<file path="config.mk">
export PLATFORM = sky130hd
export DESIGN_NAME = psum_drain_acc
export DESIGN_NICKNAME = d
export VERILOG_FILES = /design/src/rtl/psum_pkg.sv /design/src/rtl/sat_add_u.sv /design/src/rtl/psum_drain_acc.sv
export SDC_FILE = /design/constraint.sdc
export NUM_CORES = 1
export LEC_CHECK = 0
export CAP_MARGIN = 20
export CORE_MARGIN = 2
export CORE_UTILIZATION = 47
export CTS_BUF_LIST = sky130_fd_sc_hd__clkbuf_16
export DETAILED_ROUTE_END_ITERATION = 10
export GPL_ROUTABILITY_DRIVEN = 0
export PLACE_DENSITY = 0.66
export SLEW_MARGIN = 30
export SYNTH_ARGS = -nofsm -noshare
export SYNTH_HDL_FRONTEND = slang
export SYNTH_SLANG_ARGS = --single-unit
</file>
<file path="constraint.sdc">
create_clock -name clk -period 5.2 [get_ports clk]
set_clock_uncertainty 0.2 [all_clocks]
set_input_delay 0.52 -clock clk [delete_from_list [all_inputs] [get_ports clk]]
set_output_delay 0.52 -clock clk [all_outputs]
set_load 0.01 [all_outputs]
</file>
<file path="src/rtl/psum_pkg.sv">
// Shared definitions for the column partial-sum drain and the PE array top.
package psum_pkg;

   localparam int PSUM_AK_BW  = 20;
   localparam int PSUM_OUT_BW = 24;
   localparam int PSUM_DEPTH  = 16;

   typedef enum logic [1:0] {
      IDLE  = 2'd0,
      ACCUM = 2'd1,
      DRAIN = 2'd2
   } state_t;

endpackage

</file>
<file path="src/rtl/sat_add_u.sv">
// Unsigned saturating adder: wide accumulator plus narrower addend, clamps to all-ones.
module sat_add_u #(
   parameter int A_BW = 24,
   parameter int B_BW = 20
) (
   input  logic [A_BW-1:0] a,
   input  logic [B_BW-1:0] b,
   output logic [A_BW-1:0] sum,
   output logic            sat
);

   logic [A_BW:0] full;

   assign full = {1'b0, a} + (A_BW+1)'(b);
   assign sat  = full[A_BW];
   assign sum  = sat ? '1 : full[A_BW-1:0];

endmodule

</file>
<file path="src/rtl/psum_drain_acc.sv">
// Per-column partial-sum accumulator: sums kernel passes into a small buffer,
// then drains the finished words over valid/ready.
//
// state | meaning
// IDLE  | waiting for start; ovf and last results remain visible
// ACCUM | writing/accumulating in_psum into buf_q, one entry per in_valid
// DRAIN | presenting buf_q[rd_idx] on out_data until every entry is accepted
module psum_drain_acc
   import psum_pkg::*;
#(
   parameter int AK_BW   = PSUM_AK_BW,
   parameter int OUT_BW  = PSUM_OUT_BW,
   parameter int DEPTH   = PSUM_DEPTH,
   parameter int IDX_BW  = 4,
   parameter int PASS_BW = 4
) (
   input  logic               clk,
   input  logic               rst,
   input  logic               start,
   input  logic [PASS_BW-1:0] num_pass,
   input  logic [IDX_BW:0]    num_out,
   input  logic               in_valid,
   input  logic [AK_BW-1:0]   in_psum,
   input  logic               out_ready,
   output logic               out_valid,
   output logic [OUT_BW-1:0]  out_data,
   output logic               busy,
   output logic               done,
   output logic               ovf
);

   localparam logic [IDX_BW-1:0]  IDX_ONE  = 1;
   localparam logic [IDX_BW:0]    NO_ONE   = 1;
   localparam logic [IDX_BW:0]    DEPTH_W  = (IDX_BW+1)'(DEPTH);
   localparam logic [PASS_BW-1:0] PASS_ONE = 1;

   state_t             state;
   logic [IDX_BW-1:0]  wr_idx;
   logic [IDX_BW-1:0]  rd_idx;
   logic [IDX_BW-1:0]  rd_nxt;
   logic [PASS_BW-1:0] pass_cnt;
   logic [PASS_BW-1:0] np_q;
   logic [IDX_BW:0]    no_q;
   logic [OUT_BW-1:0]  buf_q [DEPTH];

   logic [PASS_BW-1:0] num_pass_eff;
   logic [IDX_BW:0]    num_out_eff;
   logic               wr_en;
   logic               wr_last;
   logic               rd_last;
   logic               pass_last;
   logic               wr_sat;
   logic               add_sat;
   logic [OUT_BW-1:0]  add_sum;
   logic [OUT_BW-1:0]  wr_data;

   always_comb begin
      num_pass_eff = num_pass;
      if (num_pass == '0) num_pass_eff = PASS_ONE;
      num_out_eff = num_out;
      if (num_out == '0)          num_out_eff = NO_ONE;
      else if (num_out > DEPTH_W) num_out_eff = DEPTH_W;
   end

   sat_add_u #(.A_BW(OUT_BW), .B_BW(AK_BW)) u_sat_add (
      .a   (buf_q[wr_idx]),
      .b   (in_psum),
      .sum (add_sum),
      .sat (add_sat)
   );

   // First pass overwrites, so stale contents from earlier tiles never leak in.
   assign wr_data   = (pass_cnt == '0) ? OUT_BW'(in_psum) : add_sum;
   assign wr_sat    = (pass_cnt != '0) && add_sat;
   assign wr_en     = (state == ACCUM) && in_valid;
   assign wr_last   = ({1'b0, wr_idx} == (no_q - NO_ONE));
   assign rd_last   = ({1'b0, rd_idx} == (no_q - NO_ONE));
   assign pass_last = (pass_cnt == (np_q - PASS_ONE));
   assign rd_nxt    = rd_idx + IDX_ONE;

   always_ff @(posedge clk) begin
      if (wr_en) buf_q[wr_idx] <= wr_data;
   end

   always_ff @(posedge clk or posedge rst) begin
      if (rst) begin
         state     <= IDLE;
         wr_idx    <= '0;
         rd_idx    <= '0;
         pass_cnt  <= '0;
         np_q      <= PASS_ONE;
         no_q      <= NO_ONE;
         out_valid <= 1'b0;
         out_data  <= '0;
         busy      <= 1'b0;
         done      <= 1'b0;
         ovf       <= 1'b0;
      end else begin
         done <= 1'b0;
         case (state)
            IDLE: begin
               if (start) begin
                  state    <= ACCUM;
                  busy     <= 1'b1;
                  np_q     <= num_pass_eff;
                  no_q     <= num_out_eff;
                  wr_idx   <= '0;
                  rd_idx   <= '0;
                  pass_cnt <= '0;
                  ovf      <= 1'b0;
               end
            end
            ACCUM: begin
               if (in_valid) begin
                  if (wr_sat) ovf <= 1'b1;
                  if (wr_last) begin
                     wr_idx   <= '0;
                     pass_cnt <= pass_cnt + PASS_ONE;
                     if (pass_last) begin
                        state     <= DRAIN;
                        out_valid <= 1'b1;
                        // Entry 0 is being written this very cycle when num_out is 1.
                        out_data  <= (wr_idx == '0) ? wr_data : buf_q[0];
                     end
                  end else begin
                     wr_idx <= wr_idx + IDX_ONE;
                  end
               end
            end
            DRAIN: begin
               if (out_ready) begin
                  if (rd_last) begin
                     state     <= IDLE;
                     out_valid <= 1'b0;
                     busy      <= 1'b0;
                     done      <= 1'b1;
                  end else begin
                     rd_idx   <= rd_nxt;
                     out_data <= buf_q[rd_nxt];
                  end
               end
            end
            default: begin
               state     <= IDLE;
               out_valid <= 1'b0;
               busy      <= 1'b0;
            end
         endcase
      end
   end

endmodule

</file>
==> reports/results.ini <==
[run_status]
status = finished, final reports clean

[clock_tree]
tritoncts = built
clkTransAtPathRegs_ps = 60
clockBufferDepth = 3
cts_made_buffers = 46
hold_buffers = 0
clkLatencyLatePin_ps = 590
post_cts_buffers = 0
clock_sinks = 435
htreeDepth = 2
clock-root-buffer = clkbuf_16

[floorplanning]
rows = 78
dieArea_um2 = 47700
die_y_um = 218
num_io_pins = 62
start_util_pct = 47.6
die_x_um = 218
core_um2 = 45400

[critical_path]
cp_data_arrival_time_ps = 5210
critPathLaunchType = flip-flop
endpoint_kind = flip-flop
path_class = flip-flop to flip-flop
crit_path_max_incr_delay_ps = 590
crit_top_cell = mux4_2
cp.buffers_inverters = 1
r2r_start = wr_idx[0]$_DFFE_PP0P_
required_ps = 5480
worstRegToRegCells = 13
crit_slowest_cell = dfrtp_4
path_cells = mux4_2, mux4_2, ha_1, fa_1, a211oi_1, o211ai_1, a211o_1, a21oi_2, nand3b_4, buf_4, nand2_1, o22a_2, o21a_1
regToRegSetupSlack_ps = 260
path_delay_family = compound AO/OA/AOI/OAI gates
r2r_end = out_data[13]$_DFFE_PP0P_
crit_fanout = 17

[yosys]
synth_edf_count = 384
avgSynthCellArea_um2 = 17.4
synth_nets = 1305
yosysSeqAreaShare_pct = 59.3
async_reset_ff_share_pct = 11.7
yosys_most_used_dff = edfxtp_1
synthDistinctLibCells = 74
syn_area_um2 = 21600
synth_cells = 1241
ys_warn_count = 0
synth_top_area_share_pct = 53.4
ys_ff_latch = 435
synthTopCellsByArea = edfxtp_1, mux4_2, dfrtp_1, nor2_1, ha_1
yosys.area.top_type = edfxtp_1

[timing]
post-route-period-util_pct = 94.9
grt_setup_unrepaired = false
setup_ws_ps = 263
drv_slew = 0
slew_headroom_pct = 31.3
final.min_clock_period_ps = 4940
whs_ps = 205
tns_ps = 0
max_slew.worst_pin.slew_ps = 1030
final_hold_viol_count = 0
clock.fmax_ghz = 0.203
setup_violations = 0

[placement]
port_buffers = 61
dpl.hpwl_um = 37700
place_worst_setup_slack_ps = 24.6

[power]
seqPwrFrac_pct = 36.8
comb_power_share_pct = 46.0
power_uw = 17900
swShare_pct = 36.8
clkPwrFrac_pct = 17.2
pwr_density_cell_nw_per_um2 = 719
switchingPower_uw = 6590
p_leak_uw = 0.00820
peakVddDrop_uv = 350
p_int_uw = 11300

[final_layout]
layout-area-overhead-vs-synth_pct = 15.3
drive_gt1_share_pct = 30.6
nets = 1414
fill_cells = 3488
diodes = 0

[grt]
antenna_found_initial = 0
grt_pass1_vias = 13154
grt_max_degree = 53
grtUsageTotal_pct = 25.7
gr-total-overflow = 0
grt_pass1_wl_um = 87400

[worst_hold_path]
hold_path_class = primary input to async pin

[route]
vias_per_cell = 6.60
ant_nets = 0
num_vias = 13121
drc = 0
drtPass1Iterations = 5
drtIter0Drc = 1617
wirelength_um = 59800
detail_route.wl_per_cell_um = 30.1

[flow_run]
max-cap-violations = 0

==> layer usage <==
layer | up-vias | wire, µm | track usage, %
li1 | 5389 | - | -
met1 | 6889 | 23200 | 35.1
met2 | 724 | 29500 | 41.8
met3 | 119 | 5470 | 4.83
met4 | 0 | 1680 | 8.93
met5 | - | 0 | 0
==> metrics by stage <==
stage / cells / cell area, µm² / utilization (%)
after floorplan: 1241 / 21600 / -
after global placement: 1900 / 23400 / 51.6
after detailed placement: 1901 / 23500 / 51.7
after CTS: 1987 / 24900 / 54.8
after global routing: 1988 / 24900 / 54.9
final: 1988 / 24900 / 54.9
==> cell usage after synthesis, types with 5 or more instances <==
cell	count
a211o_1	5
dfrtp_1	49
buf_1	12
a21oi_1	32
buf_2	28
nor2b_1	5
nor3_1	15
a31oi_1	18
ha_1	29
buf_6	5
o21ai_0	27
clkbuf_1	28
o221ai_1	11
xor2_1	17
edfxtp_1	384
o21a_1	8
and2_1	5
nor2_1	109
nand2_1	64
nand4_1	5
nand3_1	11
xnor2_1	16
a21o_1	9
inv_1	15
and4_1	5
mux4_2	234
==> worst register-to-register path, delay by kind of cell (launching register included) <==
| family | cells | cell delay (ps) |
|---|---|---|
| AO/OA/AOI/OAI | 6 | 1660 |
| multiplexers | 2 | 1050 |
| adder cells (fa/ha/maj) | 2 | 740 |
| flip-flops | 1 | 590 |
| AND/OR/NAND/NOR | 2 | 400 |
| buffers and inverters | 1 | 210 |
==> cell families (layout without fill, tap and decap cells) <==
logic type | after synthesis | after routing | synth area share (%)
xor gates and xnor gates | 36 | 36 | 1.62
AOI/OAI and AO/OA | 165 | 165 | 5.43
and+or+nand+nor | 244 | 244 | 5.21
adders and majority gates | 30 | 30 | 1.77
DFF | 435 | 435 | 59.3
buffers and inverters | 90 | 237 | 1.92
muxes | 241 | 241 | 24.7
==> cell usage in the layout, fill, tap and decap left out, types with 27 or more instances in the layout <==
cell type        count
inv_1               35
ha_1                28
nor2_1              96
mux4_2             234
clkdlybuf4s50_1     61
o21ai_0             27
clkbuf_16           49
a21oi_1             32
edfxtp_1           384
dfrtp_1             44
nand2_1             62
buf_4               66
==> power groups by stage <==
| stage | sequential (µW) | clock [µW] | combinational [µW] |
|---|---|---|---|
| floorplan | 6440 | 0 | 5520 |
| global placement | 6640 | 0 | 7930 |
| detailed placement | 6650 | 0 | 8100 |
| CTS | 6590 | 3140 | 8170 |
| global route | 6650 | 3260 | 8870 |
| finish | 6590 | 3090 | 8240 |
==> worst max-delay path by stage <==
stage / startpoint / endpoint / slack [ps] / cells past startpoint
2_1_floorplan: wr_idx[1]$_DFFE_PP0P_ / buf_q[0][22]$_DFFE_PP_ / 150 / 14
3_3_place_gp: wr_idx[0]$_DFFE_PP0P_ / buf_q[6][3]$_DFFE_PP_ / -70 / 11
3_5_place_dp: wr_idx[0]$_DFFE_PP0P_ / buf_q[1][4]$_DFFE_PP_ / 20 / 11
4_1_cts: wr_idx[0]$_DFFE_PP0P_ / buf_q[8][15]$_DFFE_PP_ / 120 / 13
5_1_grt: wr_idx[0]$_DFFE_PP0P_ / out_data[3]$_DFFE_PP0P_ / 40 / 13
6_report: wr_idx[0]$_DFFE_PP0P_ / out_data[13]$_DFFE_PP0P_ / 260 / 13
==> cell type report <==
class | instances | area, µm² | share of cell area (%)
sequential | 435 | 12800 | 51.5
clock buffer | 49 | 1230 | 4.92
multi-input combinational | 716 | 8580 | 34.4
tap | 600 | 751 | 3.01
timing repair buffer | 135 | 1280 | 5.14
clock inverter | 37 | 196 | 0.788
inverter | 16 | 60.1 | 0.241
==> sequential cells by signal, summed over array words and instances, names as in the netlist <==
signal     cells
rd_idx         4
pass_cnt       4
np_q           4
state          2
buf_q        384
done           1
no_q           5
out_data      24
wr_idx         4
ovf            1
busy           1
out_valid      1
==> repair_timing <==
item | in CTS | in global routing
gates cloned | 0 | 0
gates resized for setup | 1 | 4
setup endpoints to repair | 6 | 65
(Power assumes the default switching activity.)
